### src/rtl/mac_pkg.sv
// Shared types and default widths for the MAC accumulate stage.
package mac_pkg;

  localparam int unsigned DEF_PROD_W = 32;
  localparam int unsigned DEF_ACC_W  = 40;
  localparam int unsigned DEF_LEN_W  = 8;

  typedef enum logic [1:0] {
    ST_IDLE  = 2'd0,
    ST_ACCUM = 2'd1,
    ST_DONE  = 2'd2
  } state_t;

endpackage

### src/rtl/mac_sat_add.sv
// Unsigned accumulator add: zero-extends the product and clamps to all ones on carry out.
module mac_sat_add
  import mac_pkg::*;
#(
  parameter int unsigned PROD_W = DEF_PROD_W,
  parameter int unsigned ACC_W  = DEF_ACC_W
) (
  input  logic [ACC_W-1:0]  acc,
  input  logic [PROD_W-1:0] prod,
  output logic [ACC_W-1:0]  sum,
  output logic              sat
);

  logic [ACC_W:0] prod_ext;
  logic [ACC_W:0] total;

  // ACC_W+1-bit sum; the extra bit is the saturation flag
  always_comb begin
    prod_ext               = '0;
    prod_ext[PROD_W-1:0]   = prod;
    total                  = {1'b0, acc} + prod_ext;
    sat                    = total[ACC_W];
    sum                    = sat ? '1 : total[ACC_W-1:0];
  end

endmodule

### src/rtl/mac_accumulator.sv
// Dot-product accumulate stage: sums len products per job into a saturating
// accumulator and holds the result until the consumer takes it.
module mac_accumulator
  import mac_pkg::*;
#(
  parameter int unsigned PROD_W = DEF_PROD_W,
  parameter int unsigned ACC_W  = DEF_ACC_W,
  parameter int unsigned LEN_W  = DEF_LEN_W
) (
  input  logic              clk,
  input  logic              rst,
  input  logic              clr,
  input  logic              start,
  input  logic [LEN_W-1:0]  len,
  input  logic [PROD_W-1:0] prod,
  input  logic              prod_valid,
  output logic              prod_ready,
  output logic [ACC_W-1:0]  res,
  output logic              res_valid,
  input  logic              res_ready,
  output logic              ovf,
  output logic              busy
);

  state_t             state_q, state_d;
  logic [ACC_W-1:0]   acc_q;
  logic [ACC_W-1:0]   acc_sum;
  logic [LEN_W-1:0]   cnt_q;
  logic [LEN_W-1:0]   len_q;
  logic               ovf_q;
  logic               add_sat;
  logic               job_start;
  logic               beat;
  logic               last_beat;

  mac_sat_add #(
    .PROD_W (PROD_W),
    .ACC_W  (ACC_W)
  ) u_sat_add (
    .acc  (acc_q),
    .prod (prod),
    .sum  (acc_sum),
    .sat  (add_sat)
  );

  // Handshake qualifiers; ready is implied by the ACCUM state
  always_comb begin
    job_start = (state_q == ST_IDLE) && start && (len != '0);
    beat      = (state_q == ST_ACCUM) && prod_valid;
    last_beat = beat && (cnt_q == (len_q - LEN_W'(1)));
  end

  // Next-state logic; clr overrides everything
  always_comb begin
    state_d = state_q;
    if (clr) begin
      state_d = ST_IDLE;
    end else begin
      case (state_q)
        ST_IDLE:  if (job_start) state_d = ST_ACCUM;
        ST_ACCUM: if (last_beat) state_d = ST_DONE;
        ST_DONE:  if (res_ready) state_d = ST_IDLE;
        default:  state_d = ST_IDLE;
      endcase
    end
  end

  // State register
  always_ff @(posedge clk or posedge rst) begin
    if (rst) state_q <= ST_IDLE;
    else     state_q <= state_d;
  end

  // Accumulator, beat counter, job length and sticky overflow
  always_ff @(posedge clk or posedge rst) begin
    if (rst) begin
      acc_q <= '0;
      cnt_q <= '0;
      len_q <= '0;
      ovf_q <= 1'b0;
    end else if (clr) begin
      acc_q <= '0;
      cnt_q <= '0;
      ovf_q <= 1'b0;
    end else if (job_start) begin
      len_q <= len;
      acc_q <= '0;
      cnt_q <= '0;
      ovf_q <= 1'b0;
    end else if (beat) begin
      acc_q <= acc_sum;
      cnt_q <= cnt_q + LEN_W'(1);
      if (add_sat) ovf_q <= 1'b1;
    end
  end

  // Output decode from registered state only
  always_comb begin
    prod_ready = (state_q == ST_ACCUM);
    res_valid  = (state_q == ST_DONE);
    res        = res_valid ? acc_q : '0;
    ovf        = ovf_q;
    busy       = (state_q != ST_IDLE);
  end

endmodule

### config.mk
export PLATFORM = sky130hd
export DESIGN_NAME = mac_accumulator
export DESIGN_NICKNAME = d
export VERILOG_FILES = /design/src/rtl/mac_pkg.sv /design/src/rtl/mac_sat_add.sv /design/src/rtl/mac_accumulator.sv
export SDC_FILE = /design/constraint.sdc
export NUM_CORES = 1
export LEC_CHECK = 0
export BUFFER_PORTS_ARGS = -buffer_cell sky130_fd_sc_hd__buf_4
export CAP_MARGIN = 20
export CORE_MARGIN = 2
export CORE_UTILIZATION = 52
export CTS_CLUSTER_SIZE = 28
export DETAILED_ROUTE_END_ITERATION = 8
export PLACE_DENSITY = 0.79
export SLEW_MARGIN = 20
export SYNTH_ARGS = -nofsm -noshare
export SYNTH_HDL_FRONTEND = slang
export SYNTH_HIERARCHICAL = 1
export SYNTH_SLANG_ARGS = --single-unit
### constraint.sdc
create_clock -name clk -period 2.8 [get_ports clk]
set_input_delay 0.42 -clock clk [delete_from_list [all_inputs] [get_ports clk]]
set_output_delay 0.42 -clock clk [all_outputs]
set_load 0.02 [all_outputs]
# == Word-level counts from Yosys, hierarchy flattened ==
# Index checks and enable logic that the tools add are counted.
# word_totals
reg_bits,59
latchBits,0
mem_bits_rw,0
romBits,0
inputBits,46
output_inout_bits,44
wordCells,44
n_memories,0
# classes
add_sub_neg,3
mul,0
div_mod_pow,0
n_lt_le_gt_ge,0
eq_ne,6
shifts,0
n_mux,17
bitwise_logic,1
n_reduce_logical,12
# op_table
op,count
$mux 40,5
$add 40x32->41,1
$mux 8,3
$add 8x1->8 const B,1
$eq 8x8->1,1
$mux 2,4
$reduce_bool 8->1,1
$sub 8x1->8 const B,1
$ne 3x2->1 const B,2
$pmux 2 s3,1
$reduce_bool 3->1,2
$logic_and 1x1->1,4
$mux 1,4
$reduce_and 2->1,2
$ne 3x3->1 const B,1
$reduce_and 3->1,1
$eq 2x1->1 const B,1
$eq 2x2->1 const B,1
$logic_not 2->1,1
$reduce_bool 2->1,1
$not 1->1,1

# == Logic depth before layout (Yosys ltp) ==
# depth
ltp_word,6
depth_mapped,13
mapped_depth_nobuf,11

# == By module ==
# The synthesis kept the hierarchy.
# modules_own_cells
mod,instances,cells_per_inst,area_per_inst_um2
mac_accumulator,1,335,3022.9
mac_sat_add,1,323,2159.6

# == Worst setup path before layout ==
# OpenSTA, ideal clock, no wires.
# synth_timing
kind,input-to-reg
start,input prod[0]
end,register acc_q[37]
setup_time_ns,0.123
arrival_ns,2.899
required_ns,2.677
setup_slack_ns,-0.223
cell_stages,13
path_buffers,2
cell_sequence,ha_1 fa_1 a21o_1 a221oi_4 a211oi_4 o31a_1 o211ai_4 buf_6 buf_6 nand2_1 mux2_2 nand2_1 a21oi_1
# synth_between
elab_chain_len,5
# synth_rtl
element,line_no,source
start: declaration,mac_accumulator.sv:15,"input logic [PROD_W-1:0] prod,"
$add 40x32->41,mac_sat_add.sv:21,"total = {1'b0, acc} + prod_ext;"
$mux 40,mac_sat_add.sv:23,sum = sat ? '1 : total[ACC_W-1:0];
net acc_sum[37],mac_accumulator.sv:27,logic [ACC_W-1:0] acc_sum;
$mux 40,mac_accumulator.sv:90,end else if (beat) begin
$mux 40,mac_accumulator.sv:85,end else if (job_start) begin
$mux 40,mac_accumulator.sv:81,end else if (clr) begin
end signal: assignment,mac_accumulator.sv:91,acc_q <= acc_sum;
end: declaration,mac_accumulator.sv:26,logic [ACC_W-1:0] acc_q;
# The timed path passes the listed nets, and every way through them passes these cells. The select of a mux whose other input is x is not followed.
# A chain may end at the register's enable or synchronous reset.

# == Worst setup path in the final report ==
# layout_timing
start,register acc_q[0]
end,register acc_q[28]
# layout_between
elab_chain_len,5
# layout_rtl
element,line_no
$add 40x32->41,mac_sat_add.sv:21
$mux 40,mac_sat_add.sv:23
net acc_sum[28],mac_accumulator.sv:27
$mux 40,mac_accumulator.sv:90
$mux 40,mac_accumulator.sv:85
$mux 40,mac_accumulator.sv:81
# The timed path passes the listed nets, and every way through them passes these cells. The select of a mux whose other input is x is not followed.

==> flow_metrics.py <==
metrics = {
    "status": {
        "status": "complete, but fails checks",
        "violations": "setup timing",
    },
    "die": {
        "chipHeight_um": 103.8,
        "dieArea_mm2": 0.01078,
        "coreArea_mm2": 0.009729,
        "placementRows": 36,
        "start_util_pct": 53.27,
        "die_w_um": 103.8,
        "io_pins": 90,
    },
    "global_route": {
        "grt_pass1_vias": 5357,
        "use_met2_pct": 49.34,
        "antenna_found_initial": 0,
        "met3_usage_pct": 4.279,
        "grt_usage_pct": 28.34,
        "grtUsageMet1_pct": 36.12,
        "grt_pass1_wl_um": 25320,
        "top_usage_layer": "met2",
        "grt_max_degree": 60,
        "overflow": 0,
    },
    "cells_and_area": {
        "postLayoutCoreUtil_pct": 71.05,
        "antennaDiodeCount": 0,
        "final.fill_count": 794,
        "stdcell_area_mm2": 0.006913,
        "nNetsFinal": 893,
        "drive_above_1_share_pct": 31.78,
        "final_cells": 948,
        "area_growth_pct": 33.39,
    },
    "power_and_ir_drop": {
        "p_sw_mw": 1.486,
        "p_per_area_mw_per_mm2": 525.6,
        "switching_share_pct": 40.90,
        "p_int_mw": 2.147,
        "ir_drop_mv": 0.4966,
        "power.leakage_nw": 3.266,
        "p_clk_share_pct": 19.9,
        "p_seq_share_pct": 31.5,
        "power_mw": 3.634,
        "combPwrFrac_pct": 48.6,
    },
    "clock_network": {
        "clock_path_buffers": 2,
        "clkTransAtPathRegs_ns": 0.07,
        "numCtsBuffers": 9,
        "clock_latency_ns": 0.36,
        "root_buffer": "clkbuf_8",
        "cts_tree": "built",
        "htreeDepth": 3,
        "clock-sinks": 59,
    },
    "setup_path": {
        "path_max_fanout": 5,
        "crit_start": "acc_q[0]",
        "rr_startpoint": "acc_q[0]",
        "reg2reg_setup_slack_ns": -0.23,
        "cp-endpoint": "acc_q[28]",
        "r2r_cells": 13,
        "worstSetupEndpointType": "flip-flop",
        "start_kind": "flip-flop",
        "required_ns": 3.05,
        "cp.arrival_ns": 3.28,
        "reg2reg_to": "acc_q[28]",
        "path_class": "flip-flop to flip-flop",
    },
    "synth": {
        "synth-async-reset-ratio_pct": 100.0,
        "syn_inst": 658,
        "ys_types": 58,
        "synth.area.mux_share_pct": 4.128,
        "synth_xor_area_share_pct": 6.591,
        "ys.flop_type": "dfrtp_1",
        "synth_adder_area_share_pct": 8.595,
        "synthSimpleGateAreaFrac_pct": 26.34,
        "ys_seq_elements": 59,
        "syn_nets": 739,
        "synth-edff-count": 0,
        "synth_area_mm2": 0.005182,
        "synth.avg_cell_area_um2": 7.876,
        "synth_seq_area_share_pct": 28.49,
        "synth_top_family_by_area": "simple AND/OR/NAND/NOR gates",
        "synth-compound-area-share_pct": 21.49,
        "yosys_warnings": 6,
    },
    "sta": {
        "drv_slew": 0,
        "max_clock_freq_mhz": 330.2,
        "finalCritPeriodShare_pct": 108.1,
        "hold_viol_final": 0,
        "post-route-worst-setup-slack_ns": -0.2282,
        "grt_setup_unrepaired": "yes",
        "min_period_ns": 3.028,
        "setup_viol": 39,
        "max_slew_margin_pct": 47.00,
        "clock_skew_ns": 0.009555,
        "worst_pin_slew_ns": 0.7951,
    },
    "route": {
        "routed_wl_um": 15100,
        "ant_nets": 0,
        "vias": 5415,
        "drt_iter0_drc": 379,
        "drtPass1Iterations": 5,
        "wl_per_cell_um": 15.93,
        "routed_via_density": 5.712,
        "drcViolationCount": 0,
    },
    "placed_design": {
        "dp.cells": 921,
        "gp_congestion": 0.9804,
        "placed_area_mm2": 0.006451,
        "dp_hpwl_um": 10680,
        "portBuffers": 89,
    },
    "run": {
        "cap_violations": 0,
    },
    "worst_hold_path": {
        "hold_path_class": "input pin to flip-flop",
    },
}
[state kept, by name (all words and copies together) (netlist names)]
name,flops
ovf,1
cnt_q,8
acc_q,40
len_q,8
state_q,2
[layout by cell type, fill, tap and decap left out, types with 9 or more instances in the layout]
| master | netlist | final |
|---|---|---|
| buf_4 | 1 | 166 |
| nand2_1 | 152 | 138 |
| a21oi_1 | 73 | 70 |
| dfrtp_1 | 59 | 59 |
| and2_1 | 43 | 43 |
| ha_1 | 34 | 33 |
| o21ai_0 | 31 | 29 |
| nor2_1 | 26 | 25 |
| xor2_1 | 22 | 22 |
| nand4_1 | 17 | 17 |
| xnor2_1 | 17 | 16 |
| mux2_2 | 19 | 16 |
| inv_1 | 15 | 14 |
| nand2_2 | 0 | 14 |
| a21oi_2 | 10 | 13 |
| clkbuf_8 | 0 | 11 |
| nand2b_1 | 11 | 9 |
[cells by family (layout without fill, tap and decap cells)]
kind of cell             after synthesis  count (layout)
adder cells (fa/ha/maj)               35              35
XOR/XNOR                              39              39
multiplexers                          19              19
AND/OR/NAND/NOR                      286             286
flip-flops                            59              59
buffers and inverters                 48             205
AO/OA/AOI/OAI                        172             172
[what timing repair did]
action | CTS | global route
hold buffers | 0 | 0
setup endpoints to repair | 40 | 41
gates resized for setup | 29 | 15
buffers inserted | 8 | 3
cloned | 2 | 1
pin swaps | 14 | 10
hold endpoints to repair | 0 | 0
[power groups by stage]
stage	clock network (mW)	logic, mW	registers, mW
after global routing	0.776	1.95	1.17
after floorplan	0	1.15	1.11
after CTS	0.729	1.71	1.14
after detailed placement	0	1.66	1.16
after global placement	0	1.62	1.15
final	0.723	1.77	1.14
[metrics by stage]
step	setup TNS (ns)	setup slack (ns)	hold WS, ns
floorplan	-3.305	-0.1892	0.5007
global placement	-9.351	-0.3171	0.4896
detailed placement	-11.09	-0.3688	0.5060
CTS	-3.609	-0.1588	0.2850
global route	-9.401	-0.3300	0.3079
finish	-5.110	-0.2282	0.2949
[how the worst min path moves through the flow]
stage,from,end,slack [ns],depth (start not counted)
6_report,len[1],len_q[1],0.29,3
3_5_place_dp,ovf,ovf,0.51,2
4_1_cts,len[0],len_q[0],0.29,3
5_1_grt,len[6],len_q[6],0.31,2
3_3_place_gp,ovf,ovf,0.49,2
2_1_floorplan,len_q[7],len_q[7],0.50,1
[area by class of cell]
cell class              count  area (um^2)  area share [%]
clock inverters             2        12.51          0.1810
flip-flops and latches     59         1476           21.36
inverters                  15        56.30          0.8145
multi-input cells         551         3611           52.24
repair buffers            176         1435           20.76
clock buffers              12        155.1           2.244
well taps                 133        166.4           2.407
[worst max-delay path, stage by stage (launching register included)]
cell	delay, ns
dfrtp_1	0.41
ha_4	0.18
fa_2	0.35
a21o_1	0.22
a221oi_4	0.37
a211oi_4	0.12
o31a_1	0.36
o211ai_4	0.20
buf_6	0.16
buf_16	0.12
nand2_1	0.05
mux2_2	0.25
nand2_1	0.07
a21oi_2	0.05
[per-layer routing]
layer / part of all wire, % / up-vias / wire [um]
li1: - / 2610 / -
met1: 43 / 2578 / 6505
met2: 50 / 211 / 7567
met3: 5.6 / 16 / 849
met4: 1.2 / 0 / 179
met5: 0 / - / 0
[cells in the mapped netlist (all sizes together) (14+ instances only)]
library cell | number | share of area, %
nand2 | 152 | 11
a21oi | 83 | 8.7
dfrtp | 59 | 28
and2 | 44 | 5.3
ha | 34 | 8.2
o21ai | 31 | 3.0
nor2 | 26 | 1.9
xor2 | 22 | 3.7
clkbuf | 19 | 1.4
mux2 | 19 | 4.1
nand4 | 17 | 2.1
xnor2 | 17 | 2.9
inv | 15 | 1.1
buf | 14 | 1.9
Note: power is estimated with default switching activity, not from simulation.
